==> config.mk <==
export PLATFORM = sky130hd
export DESIGN_NAME = regfile_write_arbiter
export DESIGN_NICKNAME = d
export VERILOG_FILES = /design/src/rtl/regfile_write_arbiter.sv
export SDC_FILE = /design/constraint.sdc
export NUM_CORES = 1
export LEC_CHECK = 0
export CAP_MARGIN = 30
export CORE_MARGIN = 8
export CORE_UTILIZATION = 28
export CTS_CLUSTER_SIZE = 25
export DETAILED_ROUTE_END_ITERATION = 7
export DONT_BUFFER_PORTS = 1
export PLACE_DENSITY = 0.48
export SLEW_MARGIN = 15
export SYNTH_ARGS = -nofsm -noshare
export SYNTH_HDL_FRONTEND = slang
export SYNTH_SLANG_ARGS = --single-unit
==> constraint.sdc <==
create_clock -name CLK -period 10.73 [get_ports CLK]
set_input_delay 0.5365 -clock CLK [delete_from_list [all_inputs] [get_ports CLK]]
set_output_delay 0.5365 -clock CLK [all_outputs]
set_load 0.005 [all_outputs]
==> src/rtl/regfile_write_arbiter.sv <==
// Merges the ALU and load writeback streams into one register-file write port.
// Each requester has a one-entry buffer. Writes to x0 are dropped and counted.
module regfile_write_arbiter #(
    parameter int unsigned DATA_W = 32,
    parameter int unsigned ADDR_W = 5
) (
    input  logic              CLK,
    input  logic              RST,
    input  logic              A_VALID,
    input  logic [ADDR_W-1:0] A_REG,
    input  logic [DATA_W-1:0] A_DATA,
    output logic              A_READY,
    input  logic              B_VALID,
    input  logic [ADDR_W-1:0] B_REG,
    input  logic [DATA_W-1:0] B_DATA,
    output logic              B_READY,
    output logic              WRITE,
    output logic [ADDR_W-1:0] WRITE_REG,
    output logic [DATA_W-1:0] WRITE_DATA,
    output logic [31:0]       PENDING,
    output logic [7:0]        DROP_CNT
);

    logic              r_a_full;
    logic [ADDR_W-1:0] r_a_reg;
    logic [DATA_W-1:0] r_a_data;
    logic              r_a_ord;
    logic              r_b_full;
    logic [ADDR_W-1:0] r_b_reg;
    logic [DATA_W-1:0] r_b_data;
    logic              r_b_ord;
    logic              r_last_b;
    logic              r_write;
    logic [ADDR_W-1:0] r_write_reg;
    logic [DATA_W-1:0] r_write_data;
    logic [7:0]        r_drop_cnt;

    logic       w_a_xfer;
    logic       w_b_xfer;
    logic       w_a_fill;
    logic       w_b_fill;
    logic       w_a_drop;
    logic       w_b_drop;
    logic       w_both;
    logic       w_a_older;
    logic       w_grant_a;
    logic       w_grant_b;
    logic [8:0] w_drop_sum;
    logic [31:0] w_pending;

    assign A_READY  = !r_a_full && !RST;
    assign B_READY  = !r_b_full && !RST;

    assign w_a_xfer = A_VALID && A_READY;
    assign w_b_xfer = B_VALID && B_READY;
    assign w_a_fill = w_a_xfer && (A_REG != '0);
    assign w_b_fill = w_b_xfer && (B_REG != '0);
    assign w_a_drop = w_a_xfer && (A_REG == '0);
    assign w_b_drop = w_b_xfer && (B_REG == '0);

    // An order bit of 1 marks the younger entry; equal bits mean a same-edge fill, A wins.
    assign w_both    = r_a_full && r_b_full;
    assign w_a_older = !(r_a_ord && !r_b_ord);
    assign w_grant_a = r_a_full &&
                       (!r_b_full || ((r_a_reg == r_b_reg) ? w_a_older : r_last_b));
    assign w_grant_b = r_b_full && !w_grant_a;

    assign w_drop_sum = {1'b0, r_drop_cnt} + 9'(w_a_drop) + 9'(w_b_drop);

    always_comb begin
        w_pending = '0;
        for (int i = 1; i < 32; i++) begin
            w_pending[i] = (r_a_full && (r_a_reg == ADDR_W'(i))) ||
                           (r_b_full && (r_b_reg == ADDR_W'(i))) ||
                           (r_write && (r_write_reg == ADDR_W'(i)));
        end
    end

    always_ff @(posedge CLK or posedge RST) begin
        if (RST) begin
            r_a_full     <= 1'b0;
            r_a_reg      <= '0;
            r_a_data     <= '0;
            r_a_ord      <= 1'b0;
            r_b_full     <= 1'b0;
            r_b_reg      <= '0;
            r_b_data     <= '0;
            r_b_ord      <= 1'b0;
            r_last_b     <= 1'b1;
            r_write      <= 1'b0;
            r_write_reg  <= '0;
            r_write_data <= '0;
            r_drop_cnt   <= '0;
        end else begin
            if (w_a_fill) begin
                r_a_full <= 1'b1;
                r_a_reg  <= A_REG;
                r_a_data <= A_DATA;
                r_a_ord  <= r_b_full && !w_grant_b;
            end else if (w_grant_a) begin
                r_a_full <= 1'b0;
            end else if (w_grant_b) begin
                r_a_ord  <= 1'b0;
            end

            if (w_b_fill) begin
                r_b_full <= 1'b1;
                r_b_reg  <= B_REG;
                r_b_data <= B_DATA;
                r_b_ord  <= r_a_full && !w_grant_a;
            end else if (w_grant_b) begin
                r_b_full <= 1'b0;
            end else if (w_grant_a) begin
                r_b_ord  <= 1'b0;
            end

            // Round-robin pointer only moves when both requesters competed.
            if (w_both) begin
                r_last_b <= w_grant_b;
            end

            r_write <= w_grant_a || w_grant_b;
            if (w_grant_a) begin
                r_write_reg  <= r_a_reg;
                r_write_data <= r_a_data;
            end else if (w_grant_b) begin
                r_write_reg  <= r_b_reg;
                r_write_data <= r_b_data;
            end

            r_drop_cnt <= (w_drop_sum > 9'd255) ? 8'd255 : w_drop_sum[7:0];
        end
    end

    assign WRITE      = r_write;
    assign WRITE_REG  = r_write_reg;
    assign WRITE_DATA = r_write_data;
    assign PENDING    = w_pending;
    assign DROP_CNT   = r_drop_cnt;

endmodule

==> reports/summary.md, run 1 <==
Entering global routing, the biggest net connects 72 pins. The flop and latch count out of synthesis is 125, and the delay of the slowest cell on the worst path is 620 ps. Routability-driven placement finished with a final weighted congestion of 0.869. The most numerous cell type found on the critical path is sky130_fd_sc_hd__nand2_1. The routed wirelength normalized by instance count was 21.0 um; the cell area after synthesis was 6240 um2. The worst setup skew after layout came out at 8.03 ps.

A synthesized cell averages 10.8 um2. Detailed placement ended at an HPWL of 12.6 mm. The count of flip-flops with a built-in enable after synthesis works out to 0. Among all cell types in the netlist, the one instantiated most often is sky130_fd_sc_hd__dfrtp_1. Data on the critical path arrives at its endpoint at 2490 ps. The path length in cells of the critical path works out to 5. Synthesis produced a netlist whose cell count is 580.

The run finished with clean final reports. The kind of cell adding the most delay to the critical path is simple AND/OR/NAND/NOR gates. The tools report the capture point of the worst path as PENDING[4]. Largest driver fanout on the critical path: 47. The worst setup path is captured at an output pin.

158 I/O pins were placed. Number of global-route vias before repair: 4574. Compared with the post-synthesis result, the final layout area differs by 13.1%. Tracing the worst setup path back leads to its startpoint at r_b_full. STA classifies the critical path startpoint as a flop.

The endpoint of the most critical register-to-register path is DROP_CNT[1]. Final instance area: 7060 um2. The largest individual stage delay along the critical path comes from the cell sky130_fd_sc_hd__buf_4. The reg-to-reg startpoint is r_a_full. The sum of buffers and inverters on the critical path is 1, and the worst slew slack as a fraction of its limit is 35.7%. The initial antenna violation count is 6, and the post-cts gate resize count is 0.

Cells fill 32.3% of the core in the end. The number of max-slew violations in the final report came out at 0. Total power divided by cell area: 237 nW/um2.

The run gives 27300 um2 as the floorplan die area. During synthesis, Yosys emitted a total of 0 warnings. Setup slack on the worst reg-to-reg path comes out at 7980 ps. The logs give 50.1% for the proportion of synthesized chip area in sequential cells and 13.1% for the aggregate global-route resource usage.

The first detailed-routing pass ran for 5 iterations. Measured in cells, the most critical reg-to-reg path has a length of 10. The number of library cell types mapped by synthesis is 44. The floorplan step set the die height to 165 um. The repair_antennas step left the layout with diodes totalling 0. Setup violations remaining at the end of the flow were counted as 0.

Cell taking the most area after synthesis: sky130_fd_sc_hd__dfrtp_1. The starting density of the core was 28.6%. Combinational cells account for 20.2% of the total power. The critical path is of the flop to output pin type. Number of buffers inserted by port buffering: 0. In the synthesized netlist, the cells that appear most often are sky130_fd_sc_hd__dfrtp_1 (124), sky130_fd_sc_hd__nand2_1 (94), sky130_fd_sc_hd__mux2_2 (66). TritonCTS built the clock tree. Fraction of power consumed by sequential logic: 44.8%.

The run gives 2 as the clock tree buffer depth. The total negative slack for setup checks is 0 ps, and the number of buffers inserted by post-CTS setup repair is 0. Row generation in the floorplan step produced 54 rows.

IR analysis of the VDD net gives a maximum drop of 117 uV. In this run the cell area measured after placement is 6430 um2. The internal power of the cells totals 1130 uW.

The area of the core is 21800 um2, and the latest clock arrival within the worst-skew pair is 400 ps. The die extent in x was 165 um; the final layout net count was 647. CTS placed an instance of sky130_fd_sc_hd__clkbuf_16 at the clock tree root.

For the finished layout, the period the worst path requires is 3030 ps. The routed layout has 4369 vias. After detailed routing, the number of remaining DRC violations is 0.

The run gives 35.0% as the part of the power in the clock network. The run gives 17 as the number of clock buffers inserted by TritonCTS. The fraction of final layout cells with drive strength greater than 1 was 25.0%. After synthesis, the cell types taking the most area are sky130_fd_sc_hd__dfrtp_1 (50%), sky130_fd_sc_hd__mux2_2 (12%), sky130_fd_sc_hd__mux2i_1 (5.8%).

The tools report the overall power as 1670 uW. The final critical-path share of the clock period works out to 28.2%. For the number of sinks driven by the clock tree, the log shows 125. The flip-flop cell with the highest count after synthesis was sky130_fd_sc_hd__dfrtp_1. After clock tree synthesis, the flow added hold-fix buffers numbering 0.

At the pin with the least slew margin, the transition time is 964 ps. Traced cell by cell, the critical path runs through buf_4 -> nand2_1 -> nor3_1 -> a22oi_1 -> nand2_1. The tools report the switching power total as 542 uW. The number of nets in the synthesized netlist is 660. The tightest min-delay check is of the input pin to async pin type.

Dividing the detail-routed via count by the number of cells gives 5.09. In this run the number of H-tree levels came out at 4. Setup repair after global routing left no endpoint under its margin. After the first detailed-routing iteration, the DRC count stood at 339. In the synthesized netlist the async set-or-reset flop fraction comes to 100%. The logs give 27.4 mm for the global-route wire length before repair and 10190 ps for the required time at the worst-slack endpoint.

The clock transition at the registers of the reported paths is 60 ps, and the number of hold-slack violations in the final timing report is 0. The detail route stage leaves a number of antenna-violating nets equal to 0. The number of max-cap violations came out at 0.

For this run the aggregate overflow at the end of global routing stands at 0. After synthesis, the largest area contributor takes up 49.7% of total cell area. For this run, the top clock speed supported by timing is 330 MHz. The net switching fraction of the power is 32.4%, and the static power due to leakage is 0.00302 uW.

Summed over all layers, the routed wires come to 18.0 mm.
==> metrics by stage <==
| stage | cells | worst slack (ps) | hold slack [ps] |
|---|---|---|---|
| after floorplan | 580 | 6870 | 479 |
| after global placement | 827 | 7970 | 487 |
| after detailed placement | 827 | 7940 | 494 |
| after CTS | 858 | 7650 | 131 |
| after global routing | 859 | 7480 | 161 |
| final | 859 | 7700 | 119 |
==> worst register-to-register path: stages, from the launching register on <==
cell and delay [ps]:
sky130_fd_sc_hd__dfrtp_1 540, sky130_fd_sc_hd__nor2_1 270, sky130_fd_sc_hd__and2_1 390, sky130_fd_sc_hd__nand2_1 130
sky130_fd_sc_hd__fa_1 400, sky130_fd_sc_hd__inv_1 70, sky130_fd_sc_hd__ha_1 190, sky130_fd_sc_hd__and3_1 200
sky130_fd_sc_hd__and3_1 190, sky130_fd_sc_hd__nand3_1 180, sky130_fd_sc_hd__nand2b_1 130
==> layer usage <==
metal | global-route usage (%) | up-vias | part of all wire, %
li1 | - | 1979 | -
met1 | 15.0 | 2163 | 39
met2 | 20.6 | 192 | 47
met3 | 7.39 | 23 | 13
met4 | 3.61 | 12 | 0.83
met5 | 0 | - | 0.44
==> cell type report <==
cell class,instances,area [um2]
Tap cell,280,350
Clock buffer,18,439
Inverter,7,28.8
Multi-Input combinational cell,410,2880
Clock inverter,13,165
Fill cell,2221,14800
Timing Repair Buffer,6,65.1
Sequential cell,125,3130
==> worst min path at each step <==
stage,from,to,slack (ps)
after floorplan,r_b_data[23],r_b_data[23],480
after global placement,r_b_data[23],r_b_data[23],490
after detailed placement,r_b_data[22],r_b_data[22],490
after CTS,RST,r_a_reg[0],130
after global routing,RST,r_a_full,160
final,RST,r_b_reg[1],120
==> cell families after synthesis <==
| group | Yosys count | synth area share, % |
|---|---|---|
| other cells | 1 | 0.0601 |
| compound gates | 87 | 11.4 |
| flops | 125 | 50.1 |
| fa+ha+maj | 2 | 0.521 |
| simple gates | 209 | 14.8 |
| xor+xnor | 9 | 1.26 |
| mux | 102 | 17.7 |
| buf+inv | 45 | 4.09 |
==> power by group through the flow <==
| stage | combinational, uW | clock, uW | sequential (uW) |
|---|---|---|---|
| floorplan | 313 | 0 | 679 |
| global placement | 329 | 0 | 758 |
| detailed placement | 340 | 0 | 760 |
| CTS | 340 | 605 | 754 |
| global route | 372 | 626 | 773 |
| finish | 339 | 585 | 749 |
==> layout by cell type (no fill, tap or decap), types with 4 or more instances in the layout <==
cell type	count
sky130_fd_sc_hd__and3_1	6
sky130_fd_sc_hd__nor2b_1	17
sky130_fd_sc_hd__mux2_2	66
sky130_fd_sc_hd__inv_1	6
sky130_fd_sc_hd__nand2_1	94
sky130_fd_sc_hd__a22oi_1	20
sky130_fd_sc_hd__mux2i_1	36
sky130_fd_sc_hd__nand2b_1	8
sky130_fd_sc_hd__nor3_1	7
sky130_fd_sc_hd__clkbuf_16	17
sky130_fd_sc_hd__a21oi_1	4
sky130_fd_sc_hd__and2_1	4
sky130_fd_sc_hd__nor2_1	57
sky130_fd_sc_hd__a21oi_2	34
sky130_fd_sc_hd__a32oi_1	8
sky130_fd_sc_hd__xor2_1	7
sky130_fd_sc_hd__dfrtp_1	123
sky130_fd_sc_hd__clkinvlp_4	4
sky130_fd_sc_hd__nand3_1	8
sky130_fd_sc_hd__buf_4	5
(Power assumes the default switching activity.)
==> inputs of run 2 (changes only) <==
--- a/config.mk
+++ b/config.mk
@@ -11,7 +11,7 @@
 export CTS_CLUSTER_SIZE = 25
 export DETAILED_ROUTE_END_ITERATION = 7
 export DONT_BUFFER_PORTS = 1
-export PLACE_DENSITY = 0.48
+export PLACE_DENSITY = 0.5
 export SLEW_MARGIN = 15
 export SYNTH_ARGS = -nofsm -noshare
 export SYNTH_HDL_FRONTEND = slang
==> constraint.sdc (replaced) <==
create_clock -name CLK -period 2.6 [get_ports CLK]
set_input_delay 0.13 -clock CLK [delete_from_list [all_inputs] [get_ports CLK]]
set_output_delay 0.13 -clock CLK [all_outputs]
set_load 0.005 [all_outputs]
==> run 2 against run 1 <==
Effect of this change: first-iteration DRC count up 13%; sequential share of layout area down 5.0 points; flip-flop and latch count unchanged; register-to-register slack worse by 7700 ps; clock-buffer cell count up 1; non-clock buffer count up 88; largest power group unchanged; power rose to 4.3 times the previous value; combinational power rose to 4.8 times the previous value; final cell count up 10%.
==> reports/summary.md, run 2 (same netlist as run 1, synthesis figures left out) <==
Summed over all nets, wire length on met3 after detailed routing comes to 1.92 mm. Final hold analysis gives a worst-case slack of 84.3 ps. The tools report the count of boundary I/O pins as 158. The path class of the tightest hold or removal check is input pin to flop.

The first global-routing pass estimated 28.3 mm of wire. Detailed placement finished with a half-perimeter wire length of 12.5 mm. For the worst setup path, the data arrival time is 2250 ps. Entering global routing, the biggest net connects 78 pins.

The H-tree generated during clock tree synthesis spans 4 levels. Number of buffers inserted by port buffering: 0. Based on the critical path, the design can be clocked at up to 421 MHz. In this run the clock root is driven by a sky130_fd_sc_hd__clkbuf_16. The commonest non-fill, non-tap cell in the layout was sky130_fd_sc_hd__dfrtp_1. The largest driver fanout on the critical path is 47, and the floorplan die area is 27300 um2.

The run gives 0 as the setup-violating endpoint count in the final report. The detailed router put a total of 7.63 mm of wire on met1. The signal on the critical path passes through clkbuf_8 -> nand2_1 -> nor3_1 -> a22oi_1 -> nand2_1.

In the layout the commonest cells are sky130_fd_sc_hd__dfrtp_1 (123), sky130_fd_sc_hd__nand2_1 (94), sky130_fd_sc_hd__dlygate4sd3_1 (75), sky130_fd_sc_hd__mux2_2 (66), sky130_fd_sc_hd__nor2_1 (57). The final critical-path share of the clock period was 91.4%; the number of inserted filler cells in the final layout was 2162. The run finished with clean final reports. In this run the core area contains 54 standard-cell rows.

The count of nets left with antenna violations after detail routing came out at 0. For the aggregate global-route resource usage, the log shows 13.4%. The tools report the routability congestion estimate from global placement as 0.820.

Kind of critical path: flop to output pin. Highest metal layer with signal wires: met5. The slew at the pin closest to its max-slew limit was 759 ps. TritonCTS built the clock tree.

The required time at the worst-slack endpoint was 2470 ps; the detailed-route vias per instance was 4.91. The tree built by TritonCTS fans out to 125 sinks. The number of global-route vias before repair was 4963; the worst-case vdd ir drop was 427 uV. At the later pin of the worst-skew pair, clock insertion delay measures 400 ps. The tools report the number of max-slew violations in the final report as 0. Setup repair after global routing left no endpoint under its margin. STA classifies the critical path startpoint as a flop.

The region available for standard cell placement spans 21800 um2. The initial utilization of the core area, before any placement, comes to 28.6%. On the worst path, the slowest cell contributes a delay of 430 ps.

The clock transition at the registers of the reported paths is 60 ps. The vertical die dimension is 165 um. The die extent in x was 165 um. Counting stages on the worst path, the most repeated cell is sky130_fd_sc_hd__nand2_1. The minimum clock period after layout was 2380 ps. For this run, design rule violations remaining after detail routing come to 0.

Across the whole layout, storage elements account for 3130 um2. Dividing the detail-routed wire length by the instance count gives 19.0 um. Summed over all nets, wire length on met2 after detailed routing comes to 8.29 mm.

No sink is reached through more buffers than the 2 on the longest clock path. The tools report the first-pass detailed-route iteration total as 5. The worst setup path is captured at an output pin. The area taken by multi-input logic gates is 2880 um2, and the sum of buffers and inverters on the critical path is 1. The initial antenna violation count is 2, and the number of hold-slack violations in the final timing report is 0. The total overflow left after global routing is 0. Detailed routing inserted a total of 4658 vias.

The area growth from synthesis to layout is 27.6%. Across the run, the number of max-cap violations was 0. For the worst slew slack as a fraction of its limit, the log shows 49.3%. At the end of the flow, the number of nets in the layout was 735. For this design the static power due to leakage is 0.00343 uW. Among cell families on the critical path, the largest total delay comes from simple AND/OR/NAND/NOR gates.

The total negative slack for setup checks was 0 ps; the total power divided by cell area was 893 nW/um2. The fraction of final layout cells with drive strength greater than 1 is 23.5%. The first routing iteration left 382 violations. Buffers inserted during clock tree synthesis total 17. On the final layout, the worst clock skew is 7.80 ps. After detailed routing, the total wire length is 18.1 mm.

Among all stages on the critical path, the largest delay is contributed by sky130_fd_sc_hd__clkbuf_8.
[run 2: cell types whose count changed in the layout (fill, tap and decap cells not counted), sizes merged]
cell / delta
clkinvlp: -1
clkinv: +2
bufinv: +1
clkbuf: +2
dlygate4sd3: +75
diode: +1
inv: -2
buf: +12
[run 2: report_power, final]
group | total (uW) | internal (uW) | switching [uW]
Clock | 2480 | 1610 | 870
Combinational | 1630 | 761 | 868
Sequential | 3010 | 2490 | 512
Total | 7120 | 4870 | 2250
[run 2: cell type report]
cell class | count | share of cell area (%)
flip-flops and latches | 125 | 39.3
repair buffers | 94 | 11.9
clock buffers | 19 | 5.44
diodes | 1 | 0.0314
clock inverters | 13 | 2.37
inverters | 7 | 0.377
multi-input cells | 410 | 36.2
well taps | 280 | 4.40
[run 2: repair_timing]
item | 4_1_cts | 5_1_grt
hold buffers | 75 | 0
hold endpoints to repair | 163 | 0
gates resized for setup | 1 | 1
endpoints found under the setup margin | 4 | 2
setup buffers | 0 | 0
[run 2: metal layers]
metal  GRT usage, %  up-vias
li1               -     2152
met4           3.81        2
met1           16.7     2272
met3           5.70       23
met5              0        -
met2           20.6      209
[run 2: worst register-to-register path, delay by kind of cell, from the launching register on]
family	cells	cell delay, ps
adders and majority gates	2	620
buffers and inverters	1	80
DFF	1	400
and+or+nand+nor	7	1170
[run 2: final timing paths]
check                        startpoint            to  slack [ps]  depth (start not counted)
min in group asynchronous           RST      r_a_full         200                          2
min                            A_REG[0]   DROP_CNT[0]          80                          4
min reg2reg                r_b_data[11]  r_b_data[11]         500                          1
max reg2reg                    r_b_full   DROP_CNT[1]         260                         10
max                            r_b_full    PENDING[5]         220                          5
max in group asynchronous           RST  r_b_data[28]        1610                          3
[run 2: metrics by stage]
stage               util (%)  instance area (um2)  std cells  setup slack (ps)  total power (uW)
global placement        30.2                 6580        841               231              4550
global route            36.5                 7970        949              31.1              7550
detailed placement      30.2                 6580        841               152              4590
finish                  36.5                 7970        949               223              7120
CTS                     36.5                 7960        948               164              7240
floorplan                  -                 6250        580               365              4090
==> inputs of run 3 (changes only) <==
--- a/config.mk
+++ b/config.mk
@@ -7,11 +7,11 @@
 export LEC_CHECK = 0
 export CAP_MARGIN = 30
 export CORE_MARGIN = 8
-export CORE_UTILIZATION = 28
+export CORE_UTILIZATION = 45
 export CTS_CLUSTER_SIZE = 25
 export DETAILED_ROUTE_END_ITERATION = 7
 export DONT_BUFFER_PORTS = 1
-export PLACE_DENSITY = 0.5
+export PLACE_DENSITY = 0.67
 export SLEW_MARGIN = 15
 export SYNTH_ARGS = -nofsm -noshare
 export SYNTH_HDL_FRONTEND = slang
==> constraint.sdc (replaced) <==
create_clock -name CLK -period 2.63 [get_ports CLK]
set_input_delay 0.1315 -clock CLK [delete_from_list [all_inputs] [get_ports CLK]]
set_output_delay 0.1315 -clock CLK [all_outputs]
set_load 0.005 [all_outputs]
==> run 3 against run 2 <==
Effect of this change: core utilization is 20 points higher; largest power group unchanged; sequential share of layout area increased by 1.0 points; worst setup slack lost 22 ps; clock skew about the same; power fell by 4.2%; clock-buffer cell count up 1; flip-flop and latch count unchanged; wire length decreased by 8.2%; clock power decreased by 8%; sequential power barely moved.
==> reports/summary.md, run 3 (same netlist as run 1, synthesis figures left out) <==
The remaining design rule violation count is 0, and the fraction of final layout cells with drive strength greater than 1 is 23.2%. The number of rows in the core area came out at 43. The count of nets left with antenna violations after detail routing was 0; the worst slew slack as a fraction of its limit was 56.5%. The maximum achievable frequency was 412 MHz; the final critical-path share of the clock period was 92.3%.

The total power divided by cell area came out at 878 nW/um2. For the pin with the worst max-slew slack, the measured transition is 651 ps. In this design, the stage delay of the slowest critical-path cell is 600 ps. The top cell types in the final layout, fill and taps aside, are sky130_fd_sc_hd__dfrtp_1 (123), sky130_fd_sc_hd__nand2_1 (94), sky130_fd_sc_hd__dlygate4sd3_1 (75), sky130_fd_sc_hd__mux2_2 (66), sky130_fd_sc_hd__nor2_1 (57). In this run the cell area measured after placement is 6430 um2. STA classifies the critical path endpoint as an output pin. Setup slack on the worst reg-to-reg path comes out at 260 ps. The largest driver fanout on the critical path was 10. The logs give 2 for the clock tree buffer depth and 2500 ps for the required time at the worst-slack endpoint. In this run the static leakage power is 0.00339 uW.

The register area was 3130 um2; the area taken by multi-input logic gates was 2880 um2. Routability-driven placement finished with a final weighted congestion of 0.898. The run gives 0 as the total congestion overflow after global routing.

Setup total negative slack on the finished layout was measured at 0 ps. Setup violations remaining at the end of the flow were counted as 0. The run gives 84.7 ps as the worst slack at placement. The area growth from synthesis to layout is 24.4%. The tools report the number of global-route vias before repair as 5010.

The path class of the lowest-slack min-delay path is input pin to flop. Walking the worst path, the cells encountered are buf_4 -> nor2b_1 -> nor3b_1 -> a222oi_1 -> inv_1. The run gives 4690 as the number of vias after detailed routing. At the later pin of the worst-skew pair, clock insertion delay measures 400 ps. The critical path in this run is classified as flop to output pin.

The tools report the type of element launching the critical path as a flop. Detailed-route vias per instance: 5.53. For the number of max-slew violations in the final report, the log shows 0.

The endpoint identified for the worst register-to-register timing path is DROP_CNT[2]. Broken down by cell family, the worst path's largest delay share belongs to simple AND/OR/NAND/NOR gates. The number of instances on the worst hold path is 4, and the floorplan die area is 17900 um2.

The number of hold-slack violations in the final timing report is 0, and the minimum clock period after layout is 2430 ps. The maximum number of pins on one net before global-route repair was 73; the post-detailed-routing wire length was 16.6 mm. Input and output buffers added on the ports amount to 0.

For the starting density of the core, the log shows 45.5%. For the initial antenna violation count, the log shows 1. The cell with the biggest individual delay on the critical path is sky130_fd_sc_hd__nor3b_1. The first detailed-routing pass took 5 iterations. The number of max-cap violations came out at 0. Data on the critical path arrives at its endpoint at 2300 ps. The tools report the aggregate global-route resource usage as 18.7%.

VDD sags by at most 491 uV. Hold path startpoint: A_REG[0]. After routing the design area is 7770 um2. The clock transition at the registers of the reported paths was 50 ps; the global-route wire length before repair was 26.7 mm. The sum of buffers and inverters on the critical path is 2. Dividing the detail-routed wire length by the instance count gives 19.6 um.

CTS built an H-tree with a depth of 4. The floorplan step set the die height to 134 um. The worst hold endpoint was DROP_CNT[0]. Setup repair after global routing left no endpoint under its margin. The post-layout worst setup margin is 201 ps.

For the number of inserted filler cells in the final layout, the log shows 1143. The tools report the count of boundary I/O pins as 158. Clock tree synthesis selected as its root buffer the cell sky130_fd_sc_hd__clkbuf_16.

In this run the critical register-to-register path is launched from r_b_full. The worst setup skew after layout was 8.26 ps; the die extent in x was 134 um. The clock drives 125 sinks. TritonCTS created 17 clock buffers. TritonCTS built the clock tree.

For the area of the core, the log shows 13700 um2. The final layout contains 734 nets. The HPWL reported at the end of detailed placement came out at 11.5 mm. Leaving out fill and tap cells, the most frequent cell in the layout is sky130_fd_sc_hd__dfrtp_1. The cell depth of the worst flop-to-flop path is 10. The flow ran to the end, and the final reports show no timing, DRC or antenna violations.

The detailed router finished its first iteration with 243 violations.
==> run 3: what timing repair did <==
| action | CTS | global route |
|---|---|---|
| hold endpoints to repair | 94 | 0 |
| resized for setup | 0 | 1 |
| setup endpoints to repair | 0 | 4 |
| hold buffers | 75 | 0 |
| buffers inserted | 0 | 0 |
==> run 3: worst max path at each step <==
stage	from	end	slack, ps	cells past startpoint
after floorplan	r_b_full	DROP_CNT[1]	400	11
after global placement	B_REG[0]	DROP_CNT[1]	220	10
after detailed placement	B_REG[0]	DROP_CNT[1]	80	10
after CTS	r_b_full	PENDING[5]	80	5
after global routing	r_b_full	DROP_CNT[2]	70	10
final	r_a_reg[2]	PENDING[10]	200	5
==> run 3: tightest hold or removal path, stage by stage <==
cell	delay (ps)
sky130_fd_sc_hd__nor2_1	30
sky130_fd_sc_hd__nand2_1	90
sky130_fd_sc_hd__fa_1	170
sky130_fd_sc_hd__nand2_1	50
==> run 3: report_power, final <==
part | switching (uW) | total (uW) | leakage (uW) | internal (uW)
combinational | 797 | 1530 | 0.00163 | 737
clock | 808 | 2290 | 0.000280 | 1480
sequential | 529 | 3000 | 0.00148 | 2470
total | 2130 | 6820 | 0.00339 | 4690
==> run 3: per-layer routing <==
layer	vias to the layer above	wire, um	global-route usage, %
li1	2161	-	-
met1	2339	6420	21.1
met2	176	8500	32.6
met3	14	1480	6.32
met4	0	182	5.74
met5	-	0	0
==> run 3: layout make-up <==
class                      instances  share of cell area, %
antenna                            1                 0.0322
clock buffer                      20                   5.62
clock inverter                    12                   1.88
inverter                           7                  0.387
multi-input combinational        410                   37.1
sequential                       125                   40.3
tap                              180                   2.90
timing repair buffer              93                   11.8
==> run 3: through the flow <==
step | power, uW | utilization (%) | hold slack [ps] | cells
after floorplan | 4050 | - | 237 | 580
after global placement | 4390 | 46.8 | 55.8 | 740
after detailed placement | 4460 | 46.8 | 67.1 | 740
after CTS | 6860 | 56.6 | 72.3 | 847
after global routing | 7180 | 56.6 | 131 | 848
final | 6820 | 56.6 | 118 | 848
